===== config.mk =====
export PLATFORM = sky130hd
export DESIGN_NAME = a2bus_trace_fifo
export DESIGN_NICKNAME = d
export VERILOG_FILES = /design/src/rtl/a2bus_trace_fifo.sv
export SDC_FILE = /design/constraint.sdc
export NUM_CORES = 1
export LEC_CHECK = 0
export ABC_CLOCK_PERIOD_IN_PS = 6670
export CAP_MARGIN = 20
export CORE_ASPECT_RATIO = 1.4
export CORE_MARGIN = 3
export CORE_UTILIZATION = 50
export DETAILED_ROUTE_END_ITERATION = 8
export PLACE_DENSITY_LB_ADDON = 0.25
export SYNTH_ARGS = -nofsm -noshare
export SYNTH_HDL_FRONTEND = slang
export SYNTH_SLANG_ARGS = --single-unit

===== constraint.sdc =====
create_clock -name clk_logic -period 6.67 [get_ports clk_logic]
set_clock_uncertainty 0.2 [all_clocks]
set_input_delay 1.334 -clock clk_logic [delete_from_list [all_inputs] [get_ports clk_logic]]
set_output_delay 1.334 -clock clk_logic [all_outputs]
set_load 0.01 [all_outputs]

===== src/rtl/a2bus_trace_fifo.sv =====
// Apple II bus trace buffer: window-filtered, delta-timestamped capture of sampled
// bus cycles into a first-word-fall-through FIFO, gated by an arm/trigger machine.
module a2bus_trace_fifo #(
    parameter int          DEPTH         = 16,
    parameter logic [15:0] ADDR_LO       = 16'hC000,
    parameter logic [15:0] ADDR_HI       = 16'hC0FF,
    parameter logic [15:0] TRIG_ADDR     = 16'hC030,
    parameter bit          CAPTURE_READS = 1'b1
) (
    input  logic                       clk_logic,
    input  logic                       device_reset_n,
    input  logic [15:0]                addr_i,
    input  logic [7:0]                 data_i,
    input  logic                       rw_n_i,
    input  logic                       data_in_strobe_i,
    input  logic                       arm_i,
    input  logic                       disarm_i,
    input  logic                       clear_i,
    output logic [32:0]                rec_o,
    output logic                       rec_valid_o,
    input  logic                       rec_ready_i,
    output logic [$clog2(DEPTH):0]     level_o,
    output logic                       overflow_o,
    output logic [7:0]                 drop_count_o,
    output logic [1:0]                 state_o
);
    localparam int AW = $clog2(DEPTH);
    localparam logic [AW:0] FULL_LEVEL = (AW+1)'(DEPTH);

    typedef enum logic [1:0] {
        DISARMED  = 2'd0,
        ARMED     = 2'd1,
        CAPTURING = 2'd2
    } state_t;

    state_t        state, state_next;
    logic [32:0]   mem [DEPTH];
    logic [AW-1:0] wr_ptr, rd_ptr;
    logic [AW:0]   count;
    logic [7:0]    delta, delta_next;
    logic [7:0]    drop_count;
    logic          overflow;
    logic          hit, trig, capture, pop, push_req, push, drop;

    function automatic logic [7:0] sat_inc8(input logic [7:0] v);
        return (v == 8'hFF) ? v : v + 8'd1;
    endfunction

    always_comb begin
        hit      = data_in_strobe_i && (addr_i >= ADDR_LO) && (addr_i <= ADDR_HI)
                   && (!rw_n_i || CAPTURE_READS);
        trig     = (state == ARMED) && data_in_strobe_i && (addr_i == TRIG_ADDR);
        capture  = !disarm_i && ((state == CAPTURING) || trig);
        pop      = (count != '0) && rec_ready_i && !clear_i;
        push_req = capture && hit && !clear_i;
        // A full FIFO still takes the push when the head leaves in the same clock.
        push     = push_req && ((count != FULL_LEVEL) || pop);
        drop     = push_req && !push;
    end

    always_comb begin
        state_next = state;
        if (disarm_i) begin
            state_next = DISARMED;
        end else begin
            case (state)
                DISARMED: if (arm_i) state_next = ARMED;
                ARMED:    if (trig)  state_next = CAPTURING;
                default:  state_next = state;
            endcase
        end
    end

    // The trigger cycle starts from zero; dropped records count as idle strobes.
    always_comb begin
        delta_next = delta;
        if (clear_i || disarm_i || state != CAPTURING) begin
            delta_next = 8'd0;
        end else if (data_in_strobe_i) begin
            delta_next = push ? 8'd0 : sat_inc8(delta);
        end
    end

    always_ff @(posedge clk_logic or negedge device_reset_n) begin
        if (!device_reset_n) begin
            state      <= DISARMED;
            delta      <= 8'd0;
            wr_ptr     <= '0;
            rd_ptr     <= '0;
            count      <= '0;
            overflow   <= 1'b0;
            drop_count <= 8'd0;
        end else begin
            state <= state_next;
            delta <= delta_next;
            if (clear_i) begin
                wr_ptr     <= '0;
                rd_ptr     <= '0;
                count      <= '0;
                overflow   <= 1'b0;
                drop_count <= 8'd0;
            end else begin
                if (push) wr_ptr <= wr_ptr + AW'(1);
                if (pop)  rd_ptr <= rd_ptr + AW'(1);
                if (push && !pop)      count <= count + (AW+1)'(1);
                else if (pop && !push) count <= count - (AW+1)'(1);
                if (drop) begin
                    overflow   <= 1'b1;
                    drop_count <= sat_inc8(drop_count);
                end
            end
        end
    end

    always_ff @(posedge clk_logic) begin
        if (push) mem[wr_ptr] <= {delta, rw_n_i, addr_i, data_i};
    end

    assign rec_o        = mem[rd_ptr];
    assign rec_valid_o  = (count != '0);
    assign level_o      = count;
    assign overflow_o   = overflow;
    assign drop_count_o = drop_count;
    assign state_o      = state;

endmodule


### Yosys cells after proc, flatten, opt, wreduce, memory -nomap -nowiden

Memories as Yosys holds them, arrays and structs flattened.
Cells that the tools add are included.
Widths: inputs -> output; s select.

| cells by class | value |
|---|---|
| add/subtract/negate cells | 6 |
| order comparisons | 2 |
| equality and inequality tests | 11 |
| muxes and demuxes | 22 |
| reductions and logical operators | 32 |

Operators by type and width:

| operator | number |
|---|---|
| $mux 8 | 7 |
| $add 8x1->8 const B | 2 |
| $eq 16x16->1 const B | 1 |
| $eq 8x8->1 const B | 2 |
| $ge 16x16->1 const B | 1 |
| $le 16x16->1 const B | 1 |
| $mux 4 | 4 |
| $mux 5 | 3 |
| $logic_and 1x1->1 | 13 |
| $ne 3x3->1 const B | 3 |
| $add 4x1->4 const B | 2 |
| $reduce_bool 2->1 | 4 |
| $mux 2 | 3 |
| $reduce_bool 3->1 | 2 |
| $add 5x1->5 const B | 1 |
| $ne 5x5->1 const B | 1 |
| $reduce_bool 5->1 | 1 |
| $sub 5x1->5 const B | 1 |
| $logic_not 1->1 | 4 |
| $logic_or 1x1->1 | 4 |
| $mux 1 | 4 |
| $ne 2x2->1 const B | 2 |
| $pmux 2 s2 | 1 |
| $reduce_and 2->1 | 2 |
| 4 further kinds | 4 |

| storage, ports and cells | value |
|---|---|
| register bits | 32 |
| memory bits (writable) | 528 |
| bits of input ports | 32 |
| output and inout port bits | 50 |
| word-level logic and storage cells | 81 |
| memories kept | 1 |

Memory list:

| memory | words | bits a word | rd ports | clocked after Yosys merged registers in | wr ports | line | text |
|---|---|---|---|---|---|---|---|
| mem | 16 | 33 | 1 | 0 | 1 | 37 | `logic [32:0] mem [DEPTH];` |

### Depth between registers and ports, before layout

| logic depth | value |
|---|---|
| depth in word-level cells | 13 |
| mapped depth | 11 |
| mapped depth without buffers | 10 |

### Least setup slack after synthesis

OpenSTA, ideal clock, no wires.

| path | value |
|---|---|
| path type | input-to-reg |
| start point | input addr_i[11] |
| end point | memory mem[4][0], enable pin |
| data arrival time | 5.104 ns |
| path slack | 0.894 ns |
| cell stages on the path | 6 |
| path buffers | 1 |
| cell sequence | nor4_1 -> nand4_1 -> nor3_1 -> buf_2 -> nand2_1 -> nor3b_1 |

| between the ends | value |
|---|---|
| cells in the longest elaborated chain, start to end | 9 |
| elaborated cells between the ends (all ways) | 13 |
| those cells by class | order compare (2); eq/ne (1); mux (2); reduce/logical (8) |

RTL lines:

| element | line | text |
|---|---|---|
| start: declaration | 12 | `input logic [15:0] addr_i,` |
| parallel branches: the longest is 4 deep, another holds $ge 16x16->1 | - |  |
| $logic_and 1x1->1 * (2 in series) | 55 | `push_req = capture && hit && !clear_i;` |
| $logic_and 1x1->1 * | 57 | `push = push_req && ((count != FULL_LEVEL) \|\| pop);` |
| $mux 1 * | 116 | `if (push) mem[wr_ptr] <= {delta, rw_n_i, addr_i, data_i};` |
| $mux 1 (implied by the code) * | 116 |  |
| end: declaration | 37 |  |

Every way passes the cells marked *.

### Final worst setup path

| path | value |
|---|---|
| start point | register rd_ptr[2] |
| end point | output rec_o[0] |

| between the ends | value |
|---|---|
| cells in the longest elaborated chain, start to end | 1 |

RTL lines:

| element | line | text |
|---|---|---|
| start: declaration | 38 | `logic [AW-1:0] wr_ptr, rd_ptr;` |
| start signal: assignment | 104 | `if (pop) rd_ptr <= rd_ptr + AW'(1);` |
| $mem_v2 16x33 | - |  |
| end: declaration | 19 | `output logic [32:0] rec_o,` |

Every way passes these cells.

==> out/results.ini <==
[floorplan]
io-pin-count=82
fp.dieH_um=255
die-area_mm2=0.0468
die_w_um=184
core_area_mm2=0.0434
start_util_pct=51.0
rows=90

[clocking]
htree_levels=2
cts_buffer_depth=3
clk_latency_ns=0.58
post-cts-setup-buffers=0
cts_sinks=560
clkTransAtPathRegs_ns=0.06
cts.root.buffer_cell=clkbuf_16
post_cts_resized=0
cts_buffers=51
ctsHoldBuffers=0
cts_tree=built

[route]
first_pass_iters=5
drc=0
num_vias=11500
routed_wl_um=47100
vias_per_cell=6.11
detail_route.wl_per_cell_um=25.0
drtIter0Drc=1069
detail-route-antenna-nets=0

[outcome]
status=completed

[grt]
grt_pass1_vias=11700
overflow=0
grt_pass1_wl_um=71400
grt_max_degree=95
grt_antenna_before_repair=0
track_usage_pct=20.3

[worst_setup_path]
reg2reg_setup_slack_ns=2.84
critPathBufInv=2
r2r_end=mem[9][15]
cpMaxStageDelayCell=dfrtp_1
cp_top_family=buffers and inverters
start_kind=flop
max_stage_delay_ns=0.89
reg2reg_depth=5
cp_max_fo=26
timing.rr.start=state_o[1]
crit_path_end_kind=output port
critPathArrivalTime_ns=3.69
cp_cell_sequence=and2_2 > buf_4 > a221oi_1 > a22oi_1 > nand2_1 > clkdlybuf4s50_1
path_depth=6
required_ns=5.14
path_class=reg -> out

[yosys]
syn_avg_cell_area_um2=18.7
synth_area_mm2=0.0221
syn-instance-count=1184
ys_types=53
synth_top_cell_by_area=edfxtp_1
synth_top_flop_cell=edfxtp_1
synth_warnings=0
netlist.area_leader.share_pct=71.7
async_flop_share_pct=5.71
synth_edf_count=528
synth_area_leaders=edfxtp_1 72%, mux4_2 6.7%, mux2i_1 6.0%
yosysMostFrequentCell=edfxtp_1
synth.cells.most_frequent=528 x edfxtp_1, 132 x mux2i_1, 66 x a221oi_1, 66 x mux4_2, 48 x nand2_1
yosysSeqAreaShare_pct=75.3
syn_nets=1228
ys_ff_latch=560

[timing]
worst_pin_slew_ns=1.08
hold_viol_final=0
drv_slew=0
rsz0062_at_grt=no
period_needed_ns=5.23
max_freq_mhz=191
fin_ws_ns=1.44
finalSetupViolCount=0
tns_ns=0
period_share_pct=78.4
slew_headroom_pct=27.7

[pwr]
finalPower_w=0.00814
leakage_nw=8.13
p_per_area_mw_per_mm2=321
ir_worst_vdd_v=0.000227

[placed_design]
dp_slack_ns=1.25
gp_congestion=0.786
post-dp-hpwl_um=26900
dp.cells=1785
portBuffers=81

[job]
drv_cap=0

[cells_and_area]
layoutNonFillerInstCount=1879
postLayoutCoreUtil_pct=58.4
area_growth_pct=14.6
n_antenna_cell=0
drive_gt1_share_pct=15.4
fillCellCount=3112
nNetsFinal=1330

[hold_path]
hold_class=reg -> reg
hold-path-endpoint=overflow_o
hold_path_depth=2
holdCritStartpoint=overflow_o

[kinds of logic (layout without fill, tap and decap cells)]
family / after synthesis / count (layout) / share of synthesized area [%]
flip-flops: 560 / 560 / 75.3
multiplexers: 199 / 199 / 12.7
AO/OA/AOI/OAI: 192 / 192 / 6.37
AND/OR/NAND/NOR: 141 / 141 / 3.34
buffers and inverters: 73 / 216 / 1.24
adder cells (fa/ha/maj): 12 / 12 / 0.713
XOR/XNOR: 7 / 7 / 0.277
[how the worst max path moves through the flow]
stage / from / end / slack (ns)
3_3_place_gp: addr_i[0] / mem[9][5] / 1.41
5_1_grt: rd_ptr[2] / rec_o[19] / 1.30
3_5_place_dp: addr_i[0] / mem[11][5] / 1.25
4_1_cts: rd_ptr[2] / rec_o[19] / 1.43
6_report: rd_ptr[2] / rec_o[0] / 1.44
2_1_floorplan: addr_i[11] / mem[4][0] / 0.89
[per-layer routing]
| layer | global-route usage (%) | part of all wire, % | vias up | wire length, um |
|---|---|---|---|---|
| met5 | 0 | 0 | - | 0 |
| met4 | 6.38 | 2.7 | 0 | 1270 |
| li1 | - | - | 5103 | - |
| met2 | 34.5 | 51 | 333 | 24000 |
| met3 | 3.20 | 5.1 | 76 | 2390 |
| met1 | 27.2 | 41 | 5963 | 19400 |
[final cells by class]
type | count | area [um2] | share of cell area (%)
inverters | 8 | 30.0 | 0.119
repair buffers | 114 | 1100 | 4.33
well taps | 552 | 691 | 2.73
clock buffers | 65 | 1390 | 5.49
clock inverters | 29 | 238 | 0.938
multi-input cells | 551 | 5230 | 20.6
flip-flops and latches | 560 | 16700 | 65.8
[cells in the final DEF (no fill, tap or decap), drive strengths merged, types with 10 or more instances in the layout]
cell type	synthesis	layout
edfxtp	528	528
mux2i	132	132
clkdlybuf4s50	0	81
a221oi	66	66
mux4	66	66
clkbuf	43	65
nand2	48	48
o21ai	47	47
a22oi	35	35
buf	22	33
dfrtp	32	32
clkinv	1	23
nor2	17	17
a21oi	15	15
nand3	15	15
and2	13	13
ha	11	11
inv	7	10
[report_power, final]
part,switching (W),internal [W],leakage (nW)
registers,0.0000769,0.00385,5.28
logic,0.000682,0.000694,2.04
clock network,0.00124,0.00160,0.808
[per-stage QoR]
stage | cell area, um2 | hold slack (ns)
floorplan | 22100 | 0.329
global placement | 23700 | 0.289
detailed placement | 23700 | 0.291
CTS | 25300 | 0.313
global route | 25300 | 0.369
finish | 25300 | 0.302
[state kept, by name, indices dropped and copies added, names as in the netlist]
name	cells
delta	8
drop_count_o	8
level_o	5
mem	528
overflow_o	1
rd_ptr	4
state_o	2
wr_ptr	4
[worst register-to-register path: stages (launching register included)]
cell and delay, ns:
dfrtp_1 0.53, nor2b_1 0.52, a41oi_1 0.32, or3_1 0.62
nor3b_1 0.39, and2_2 0.83
No activity file was read; power rests on OpenSTA's default activity.
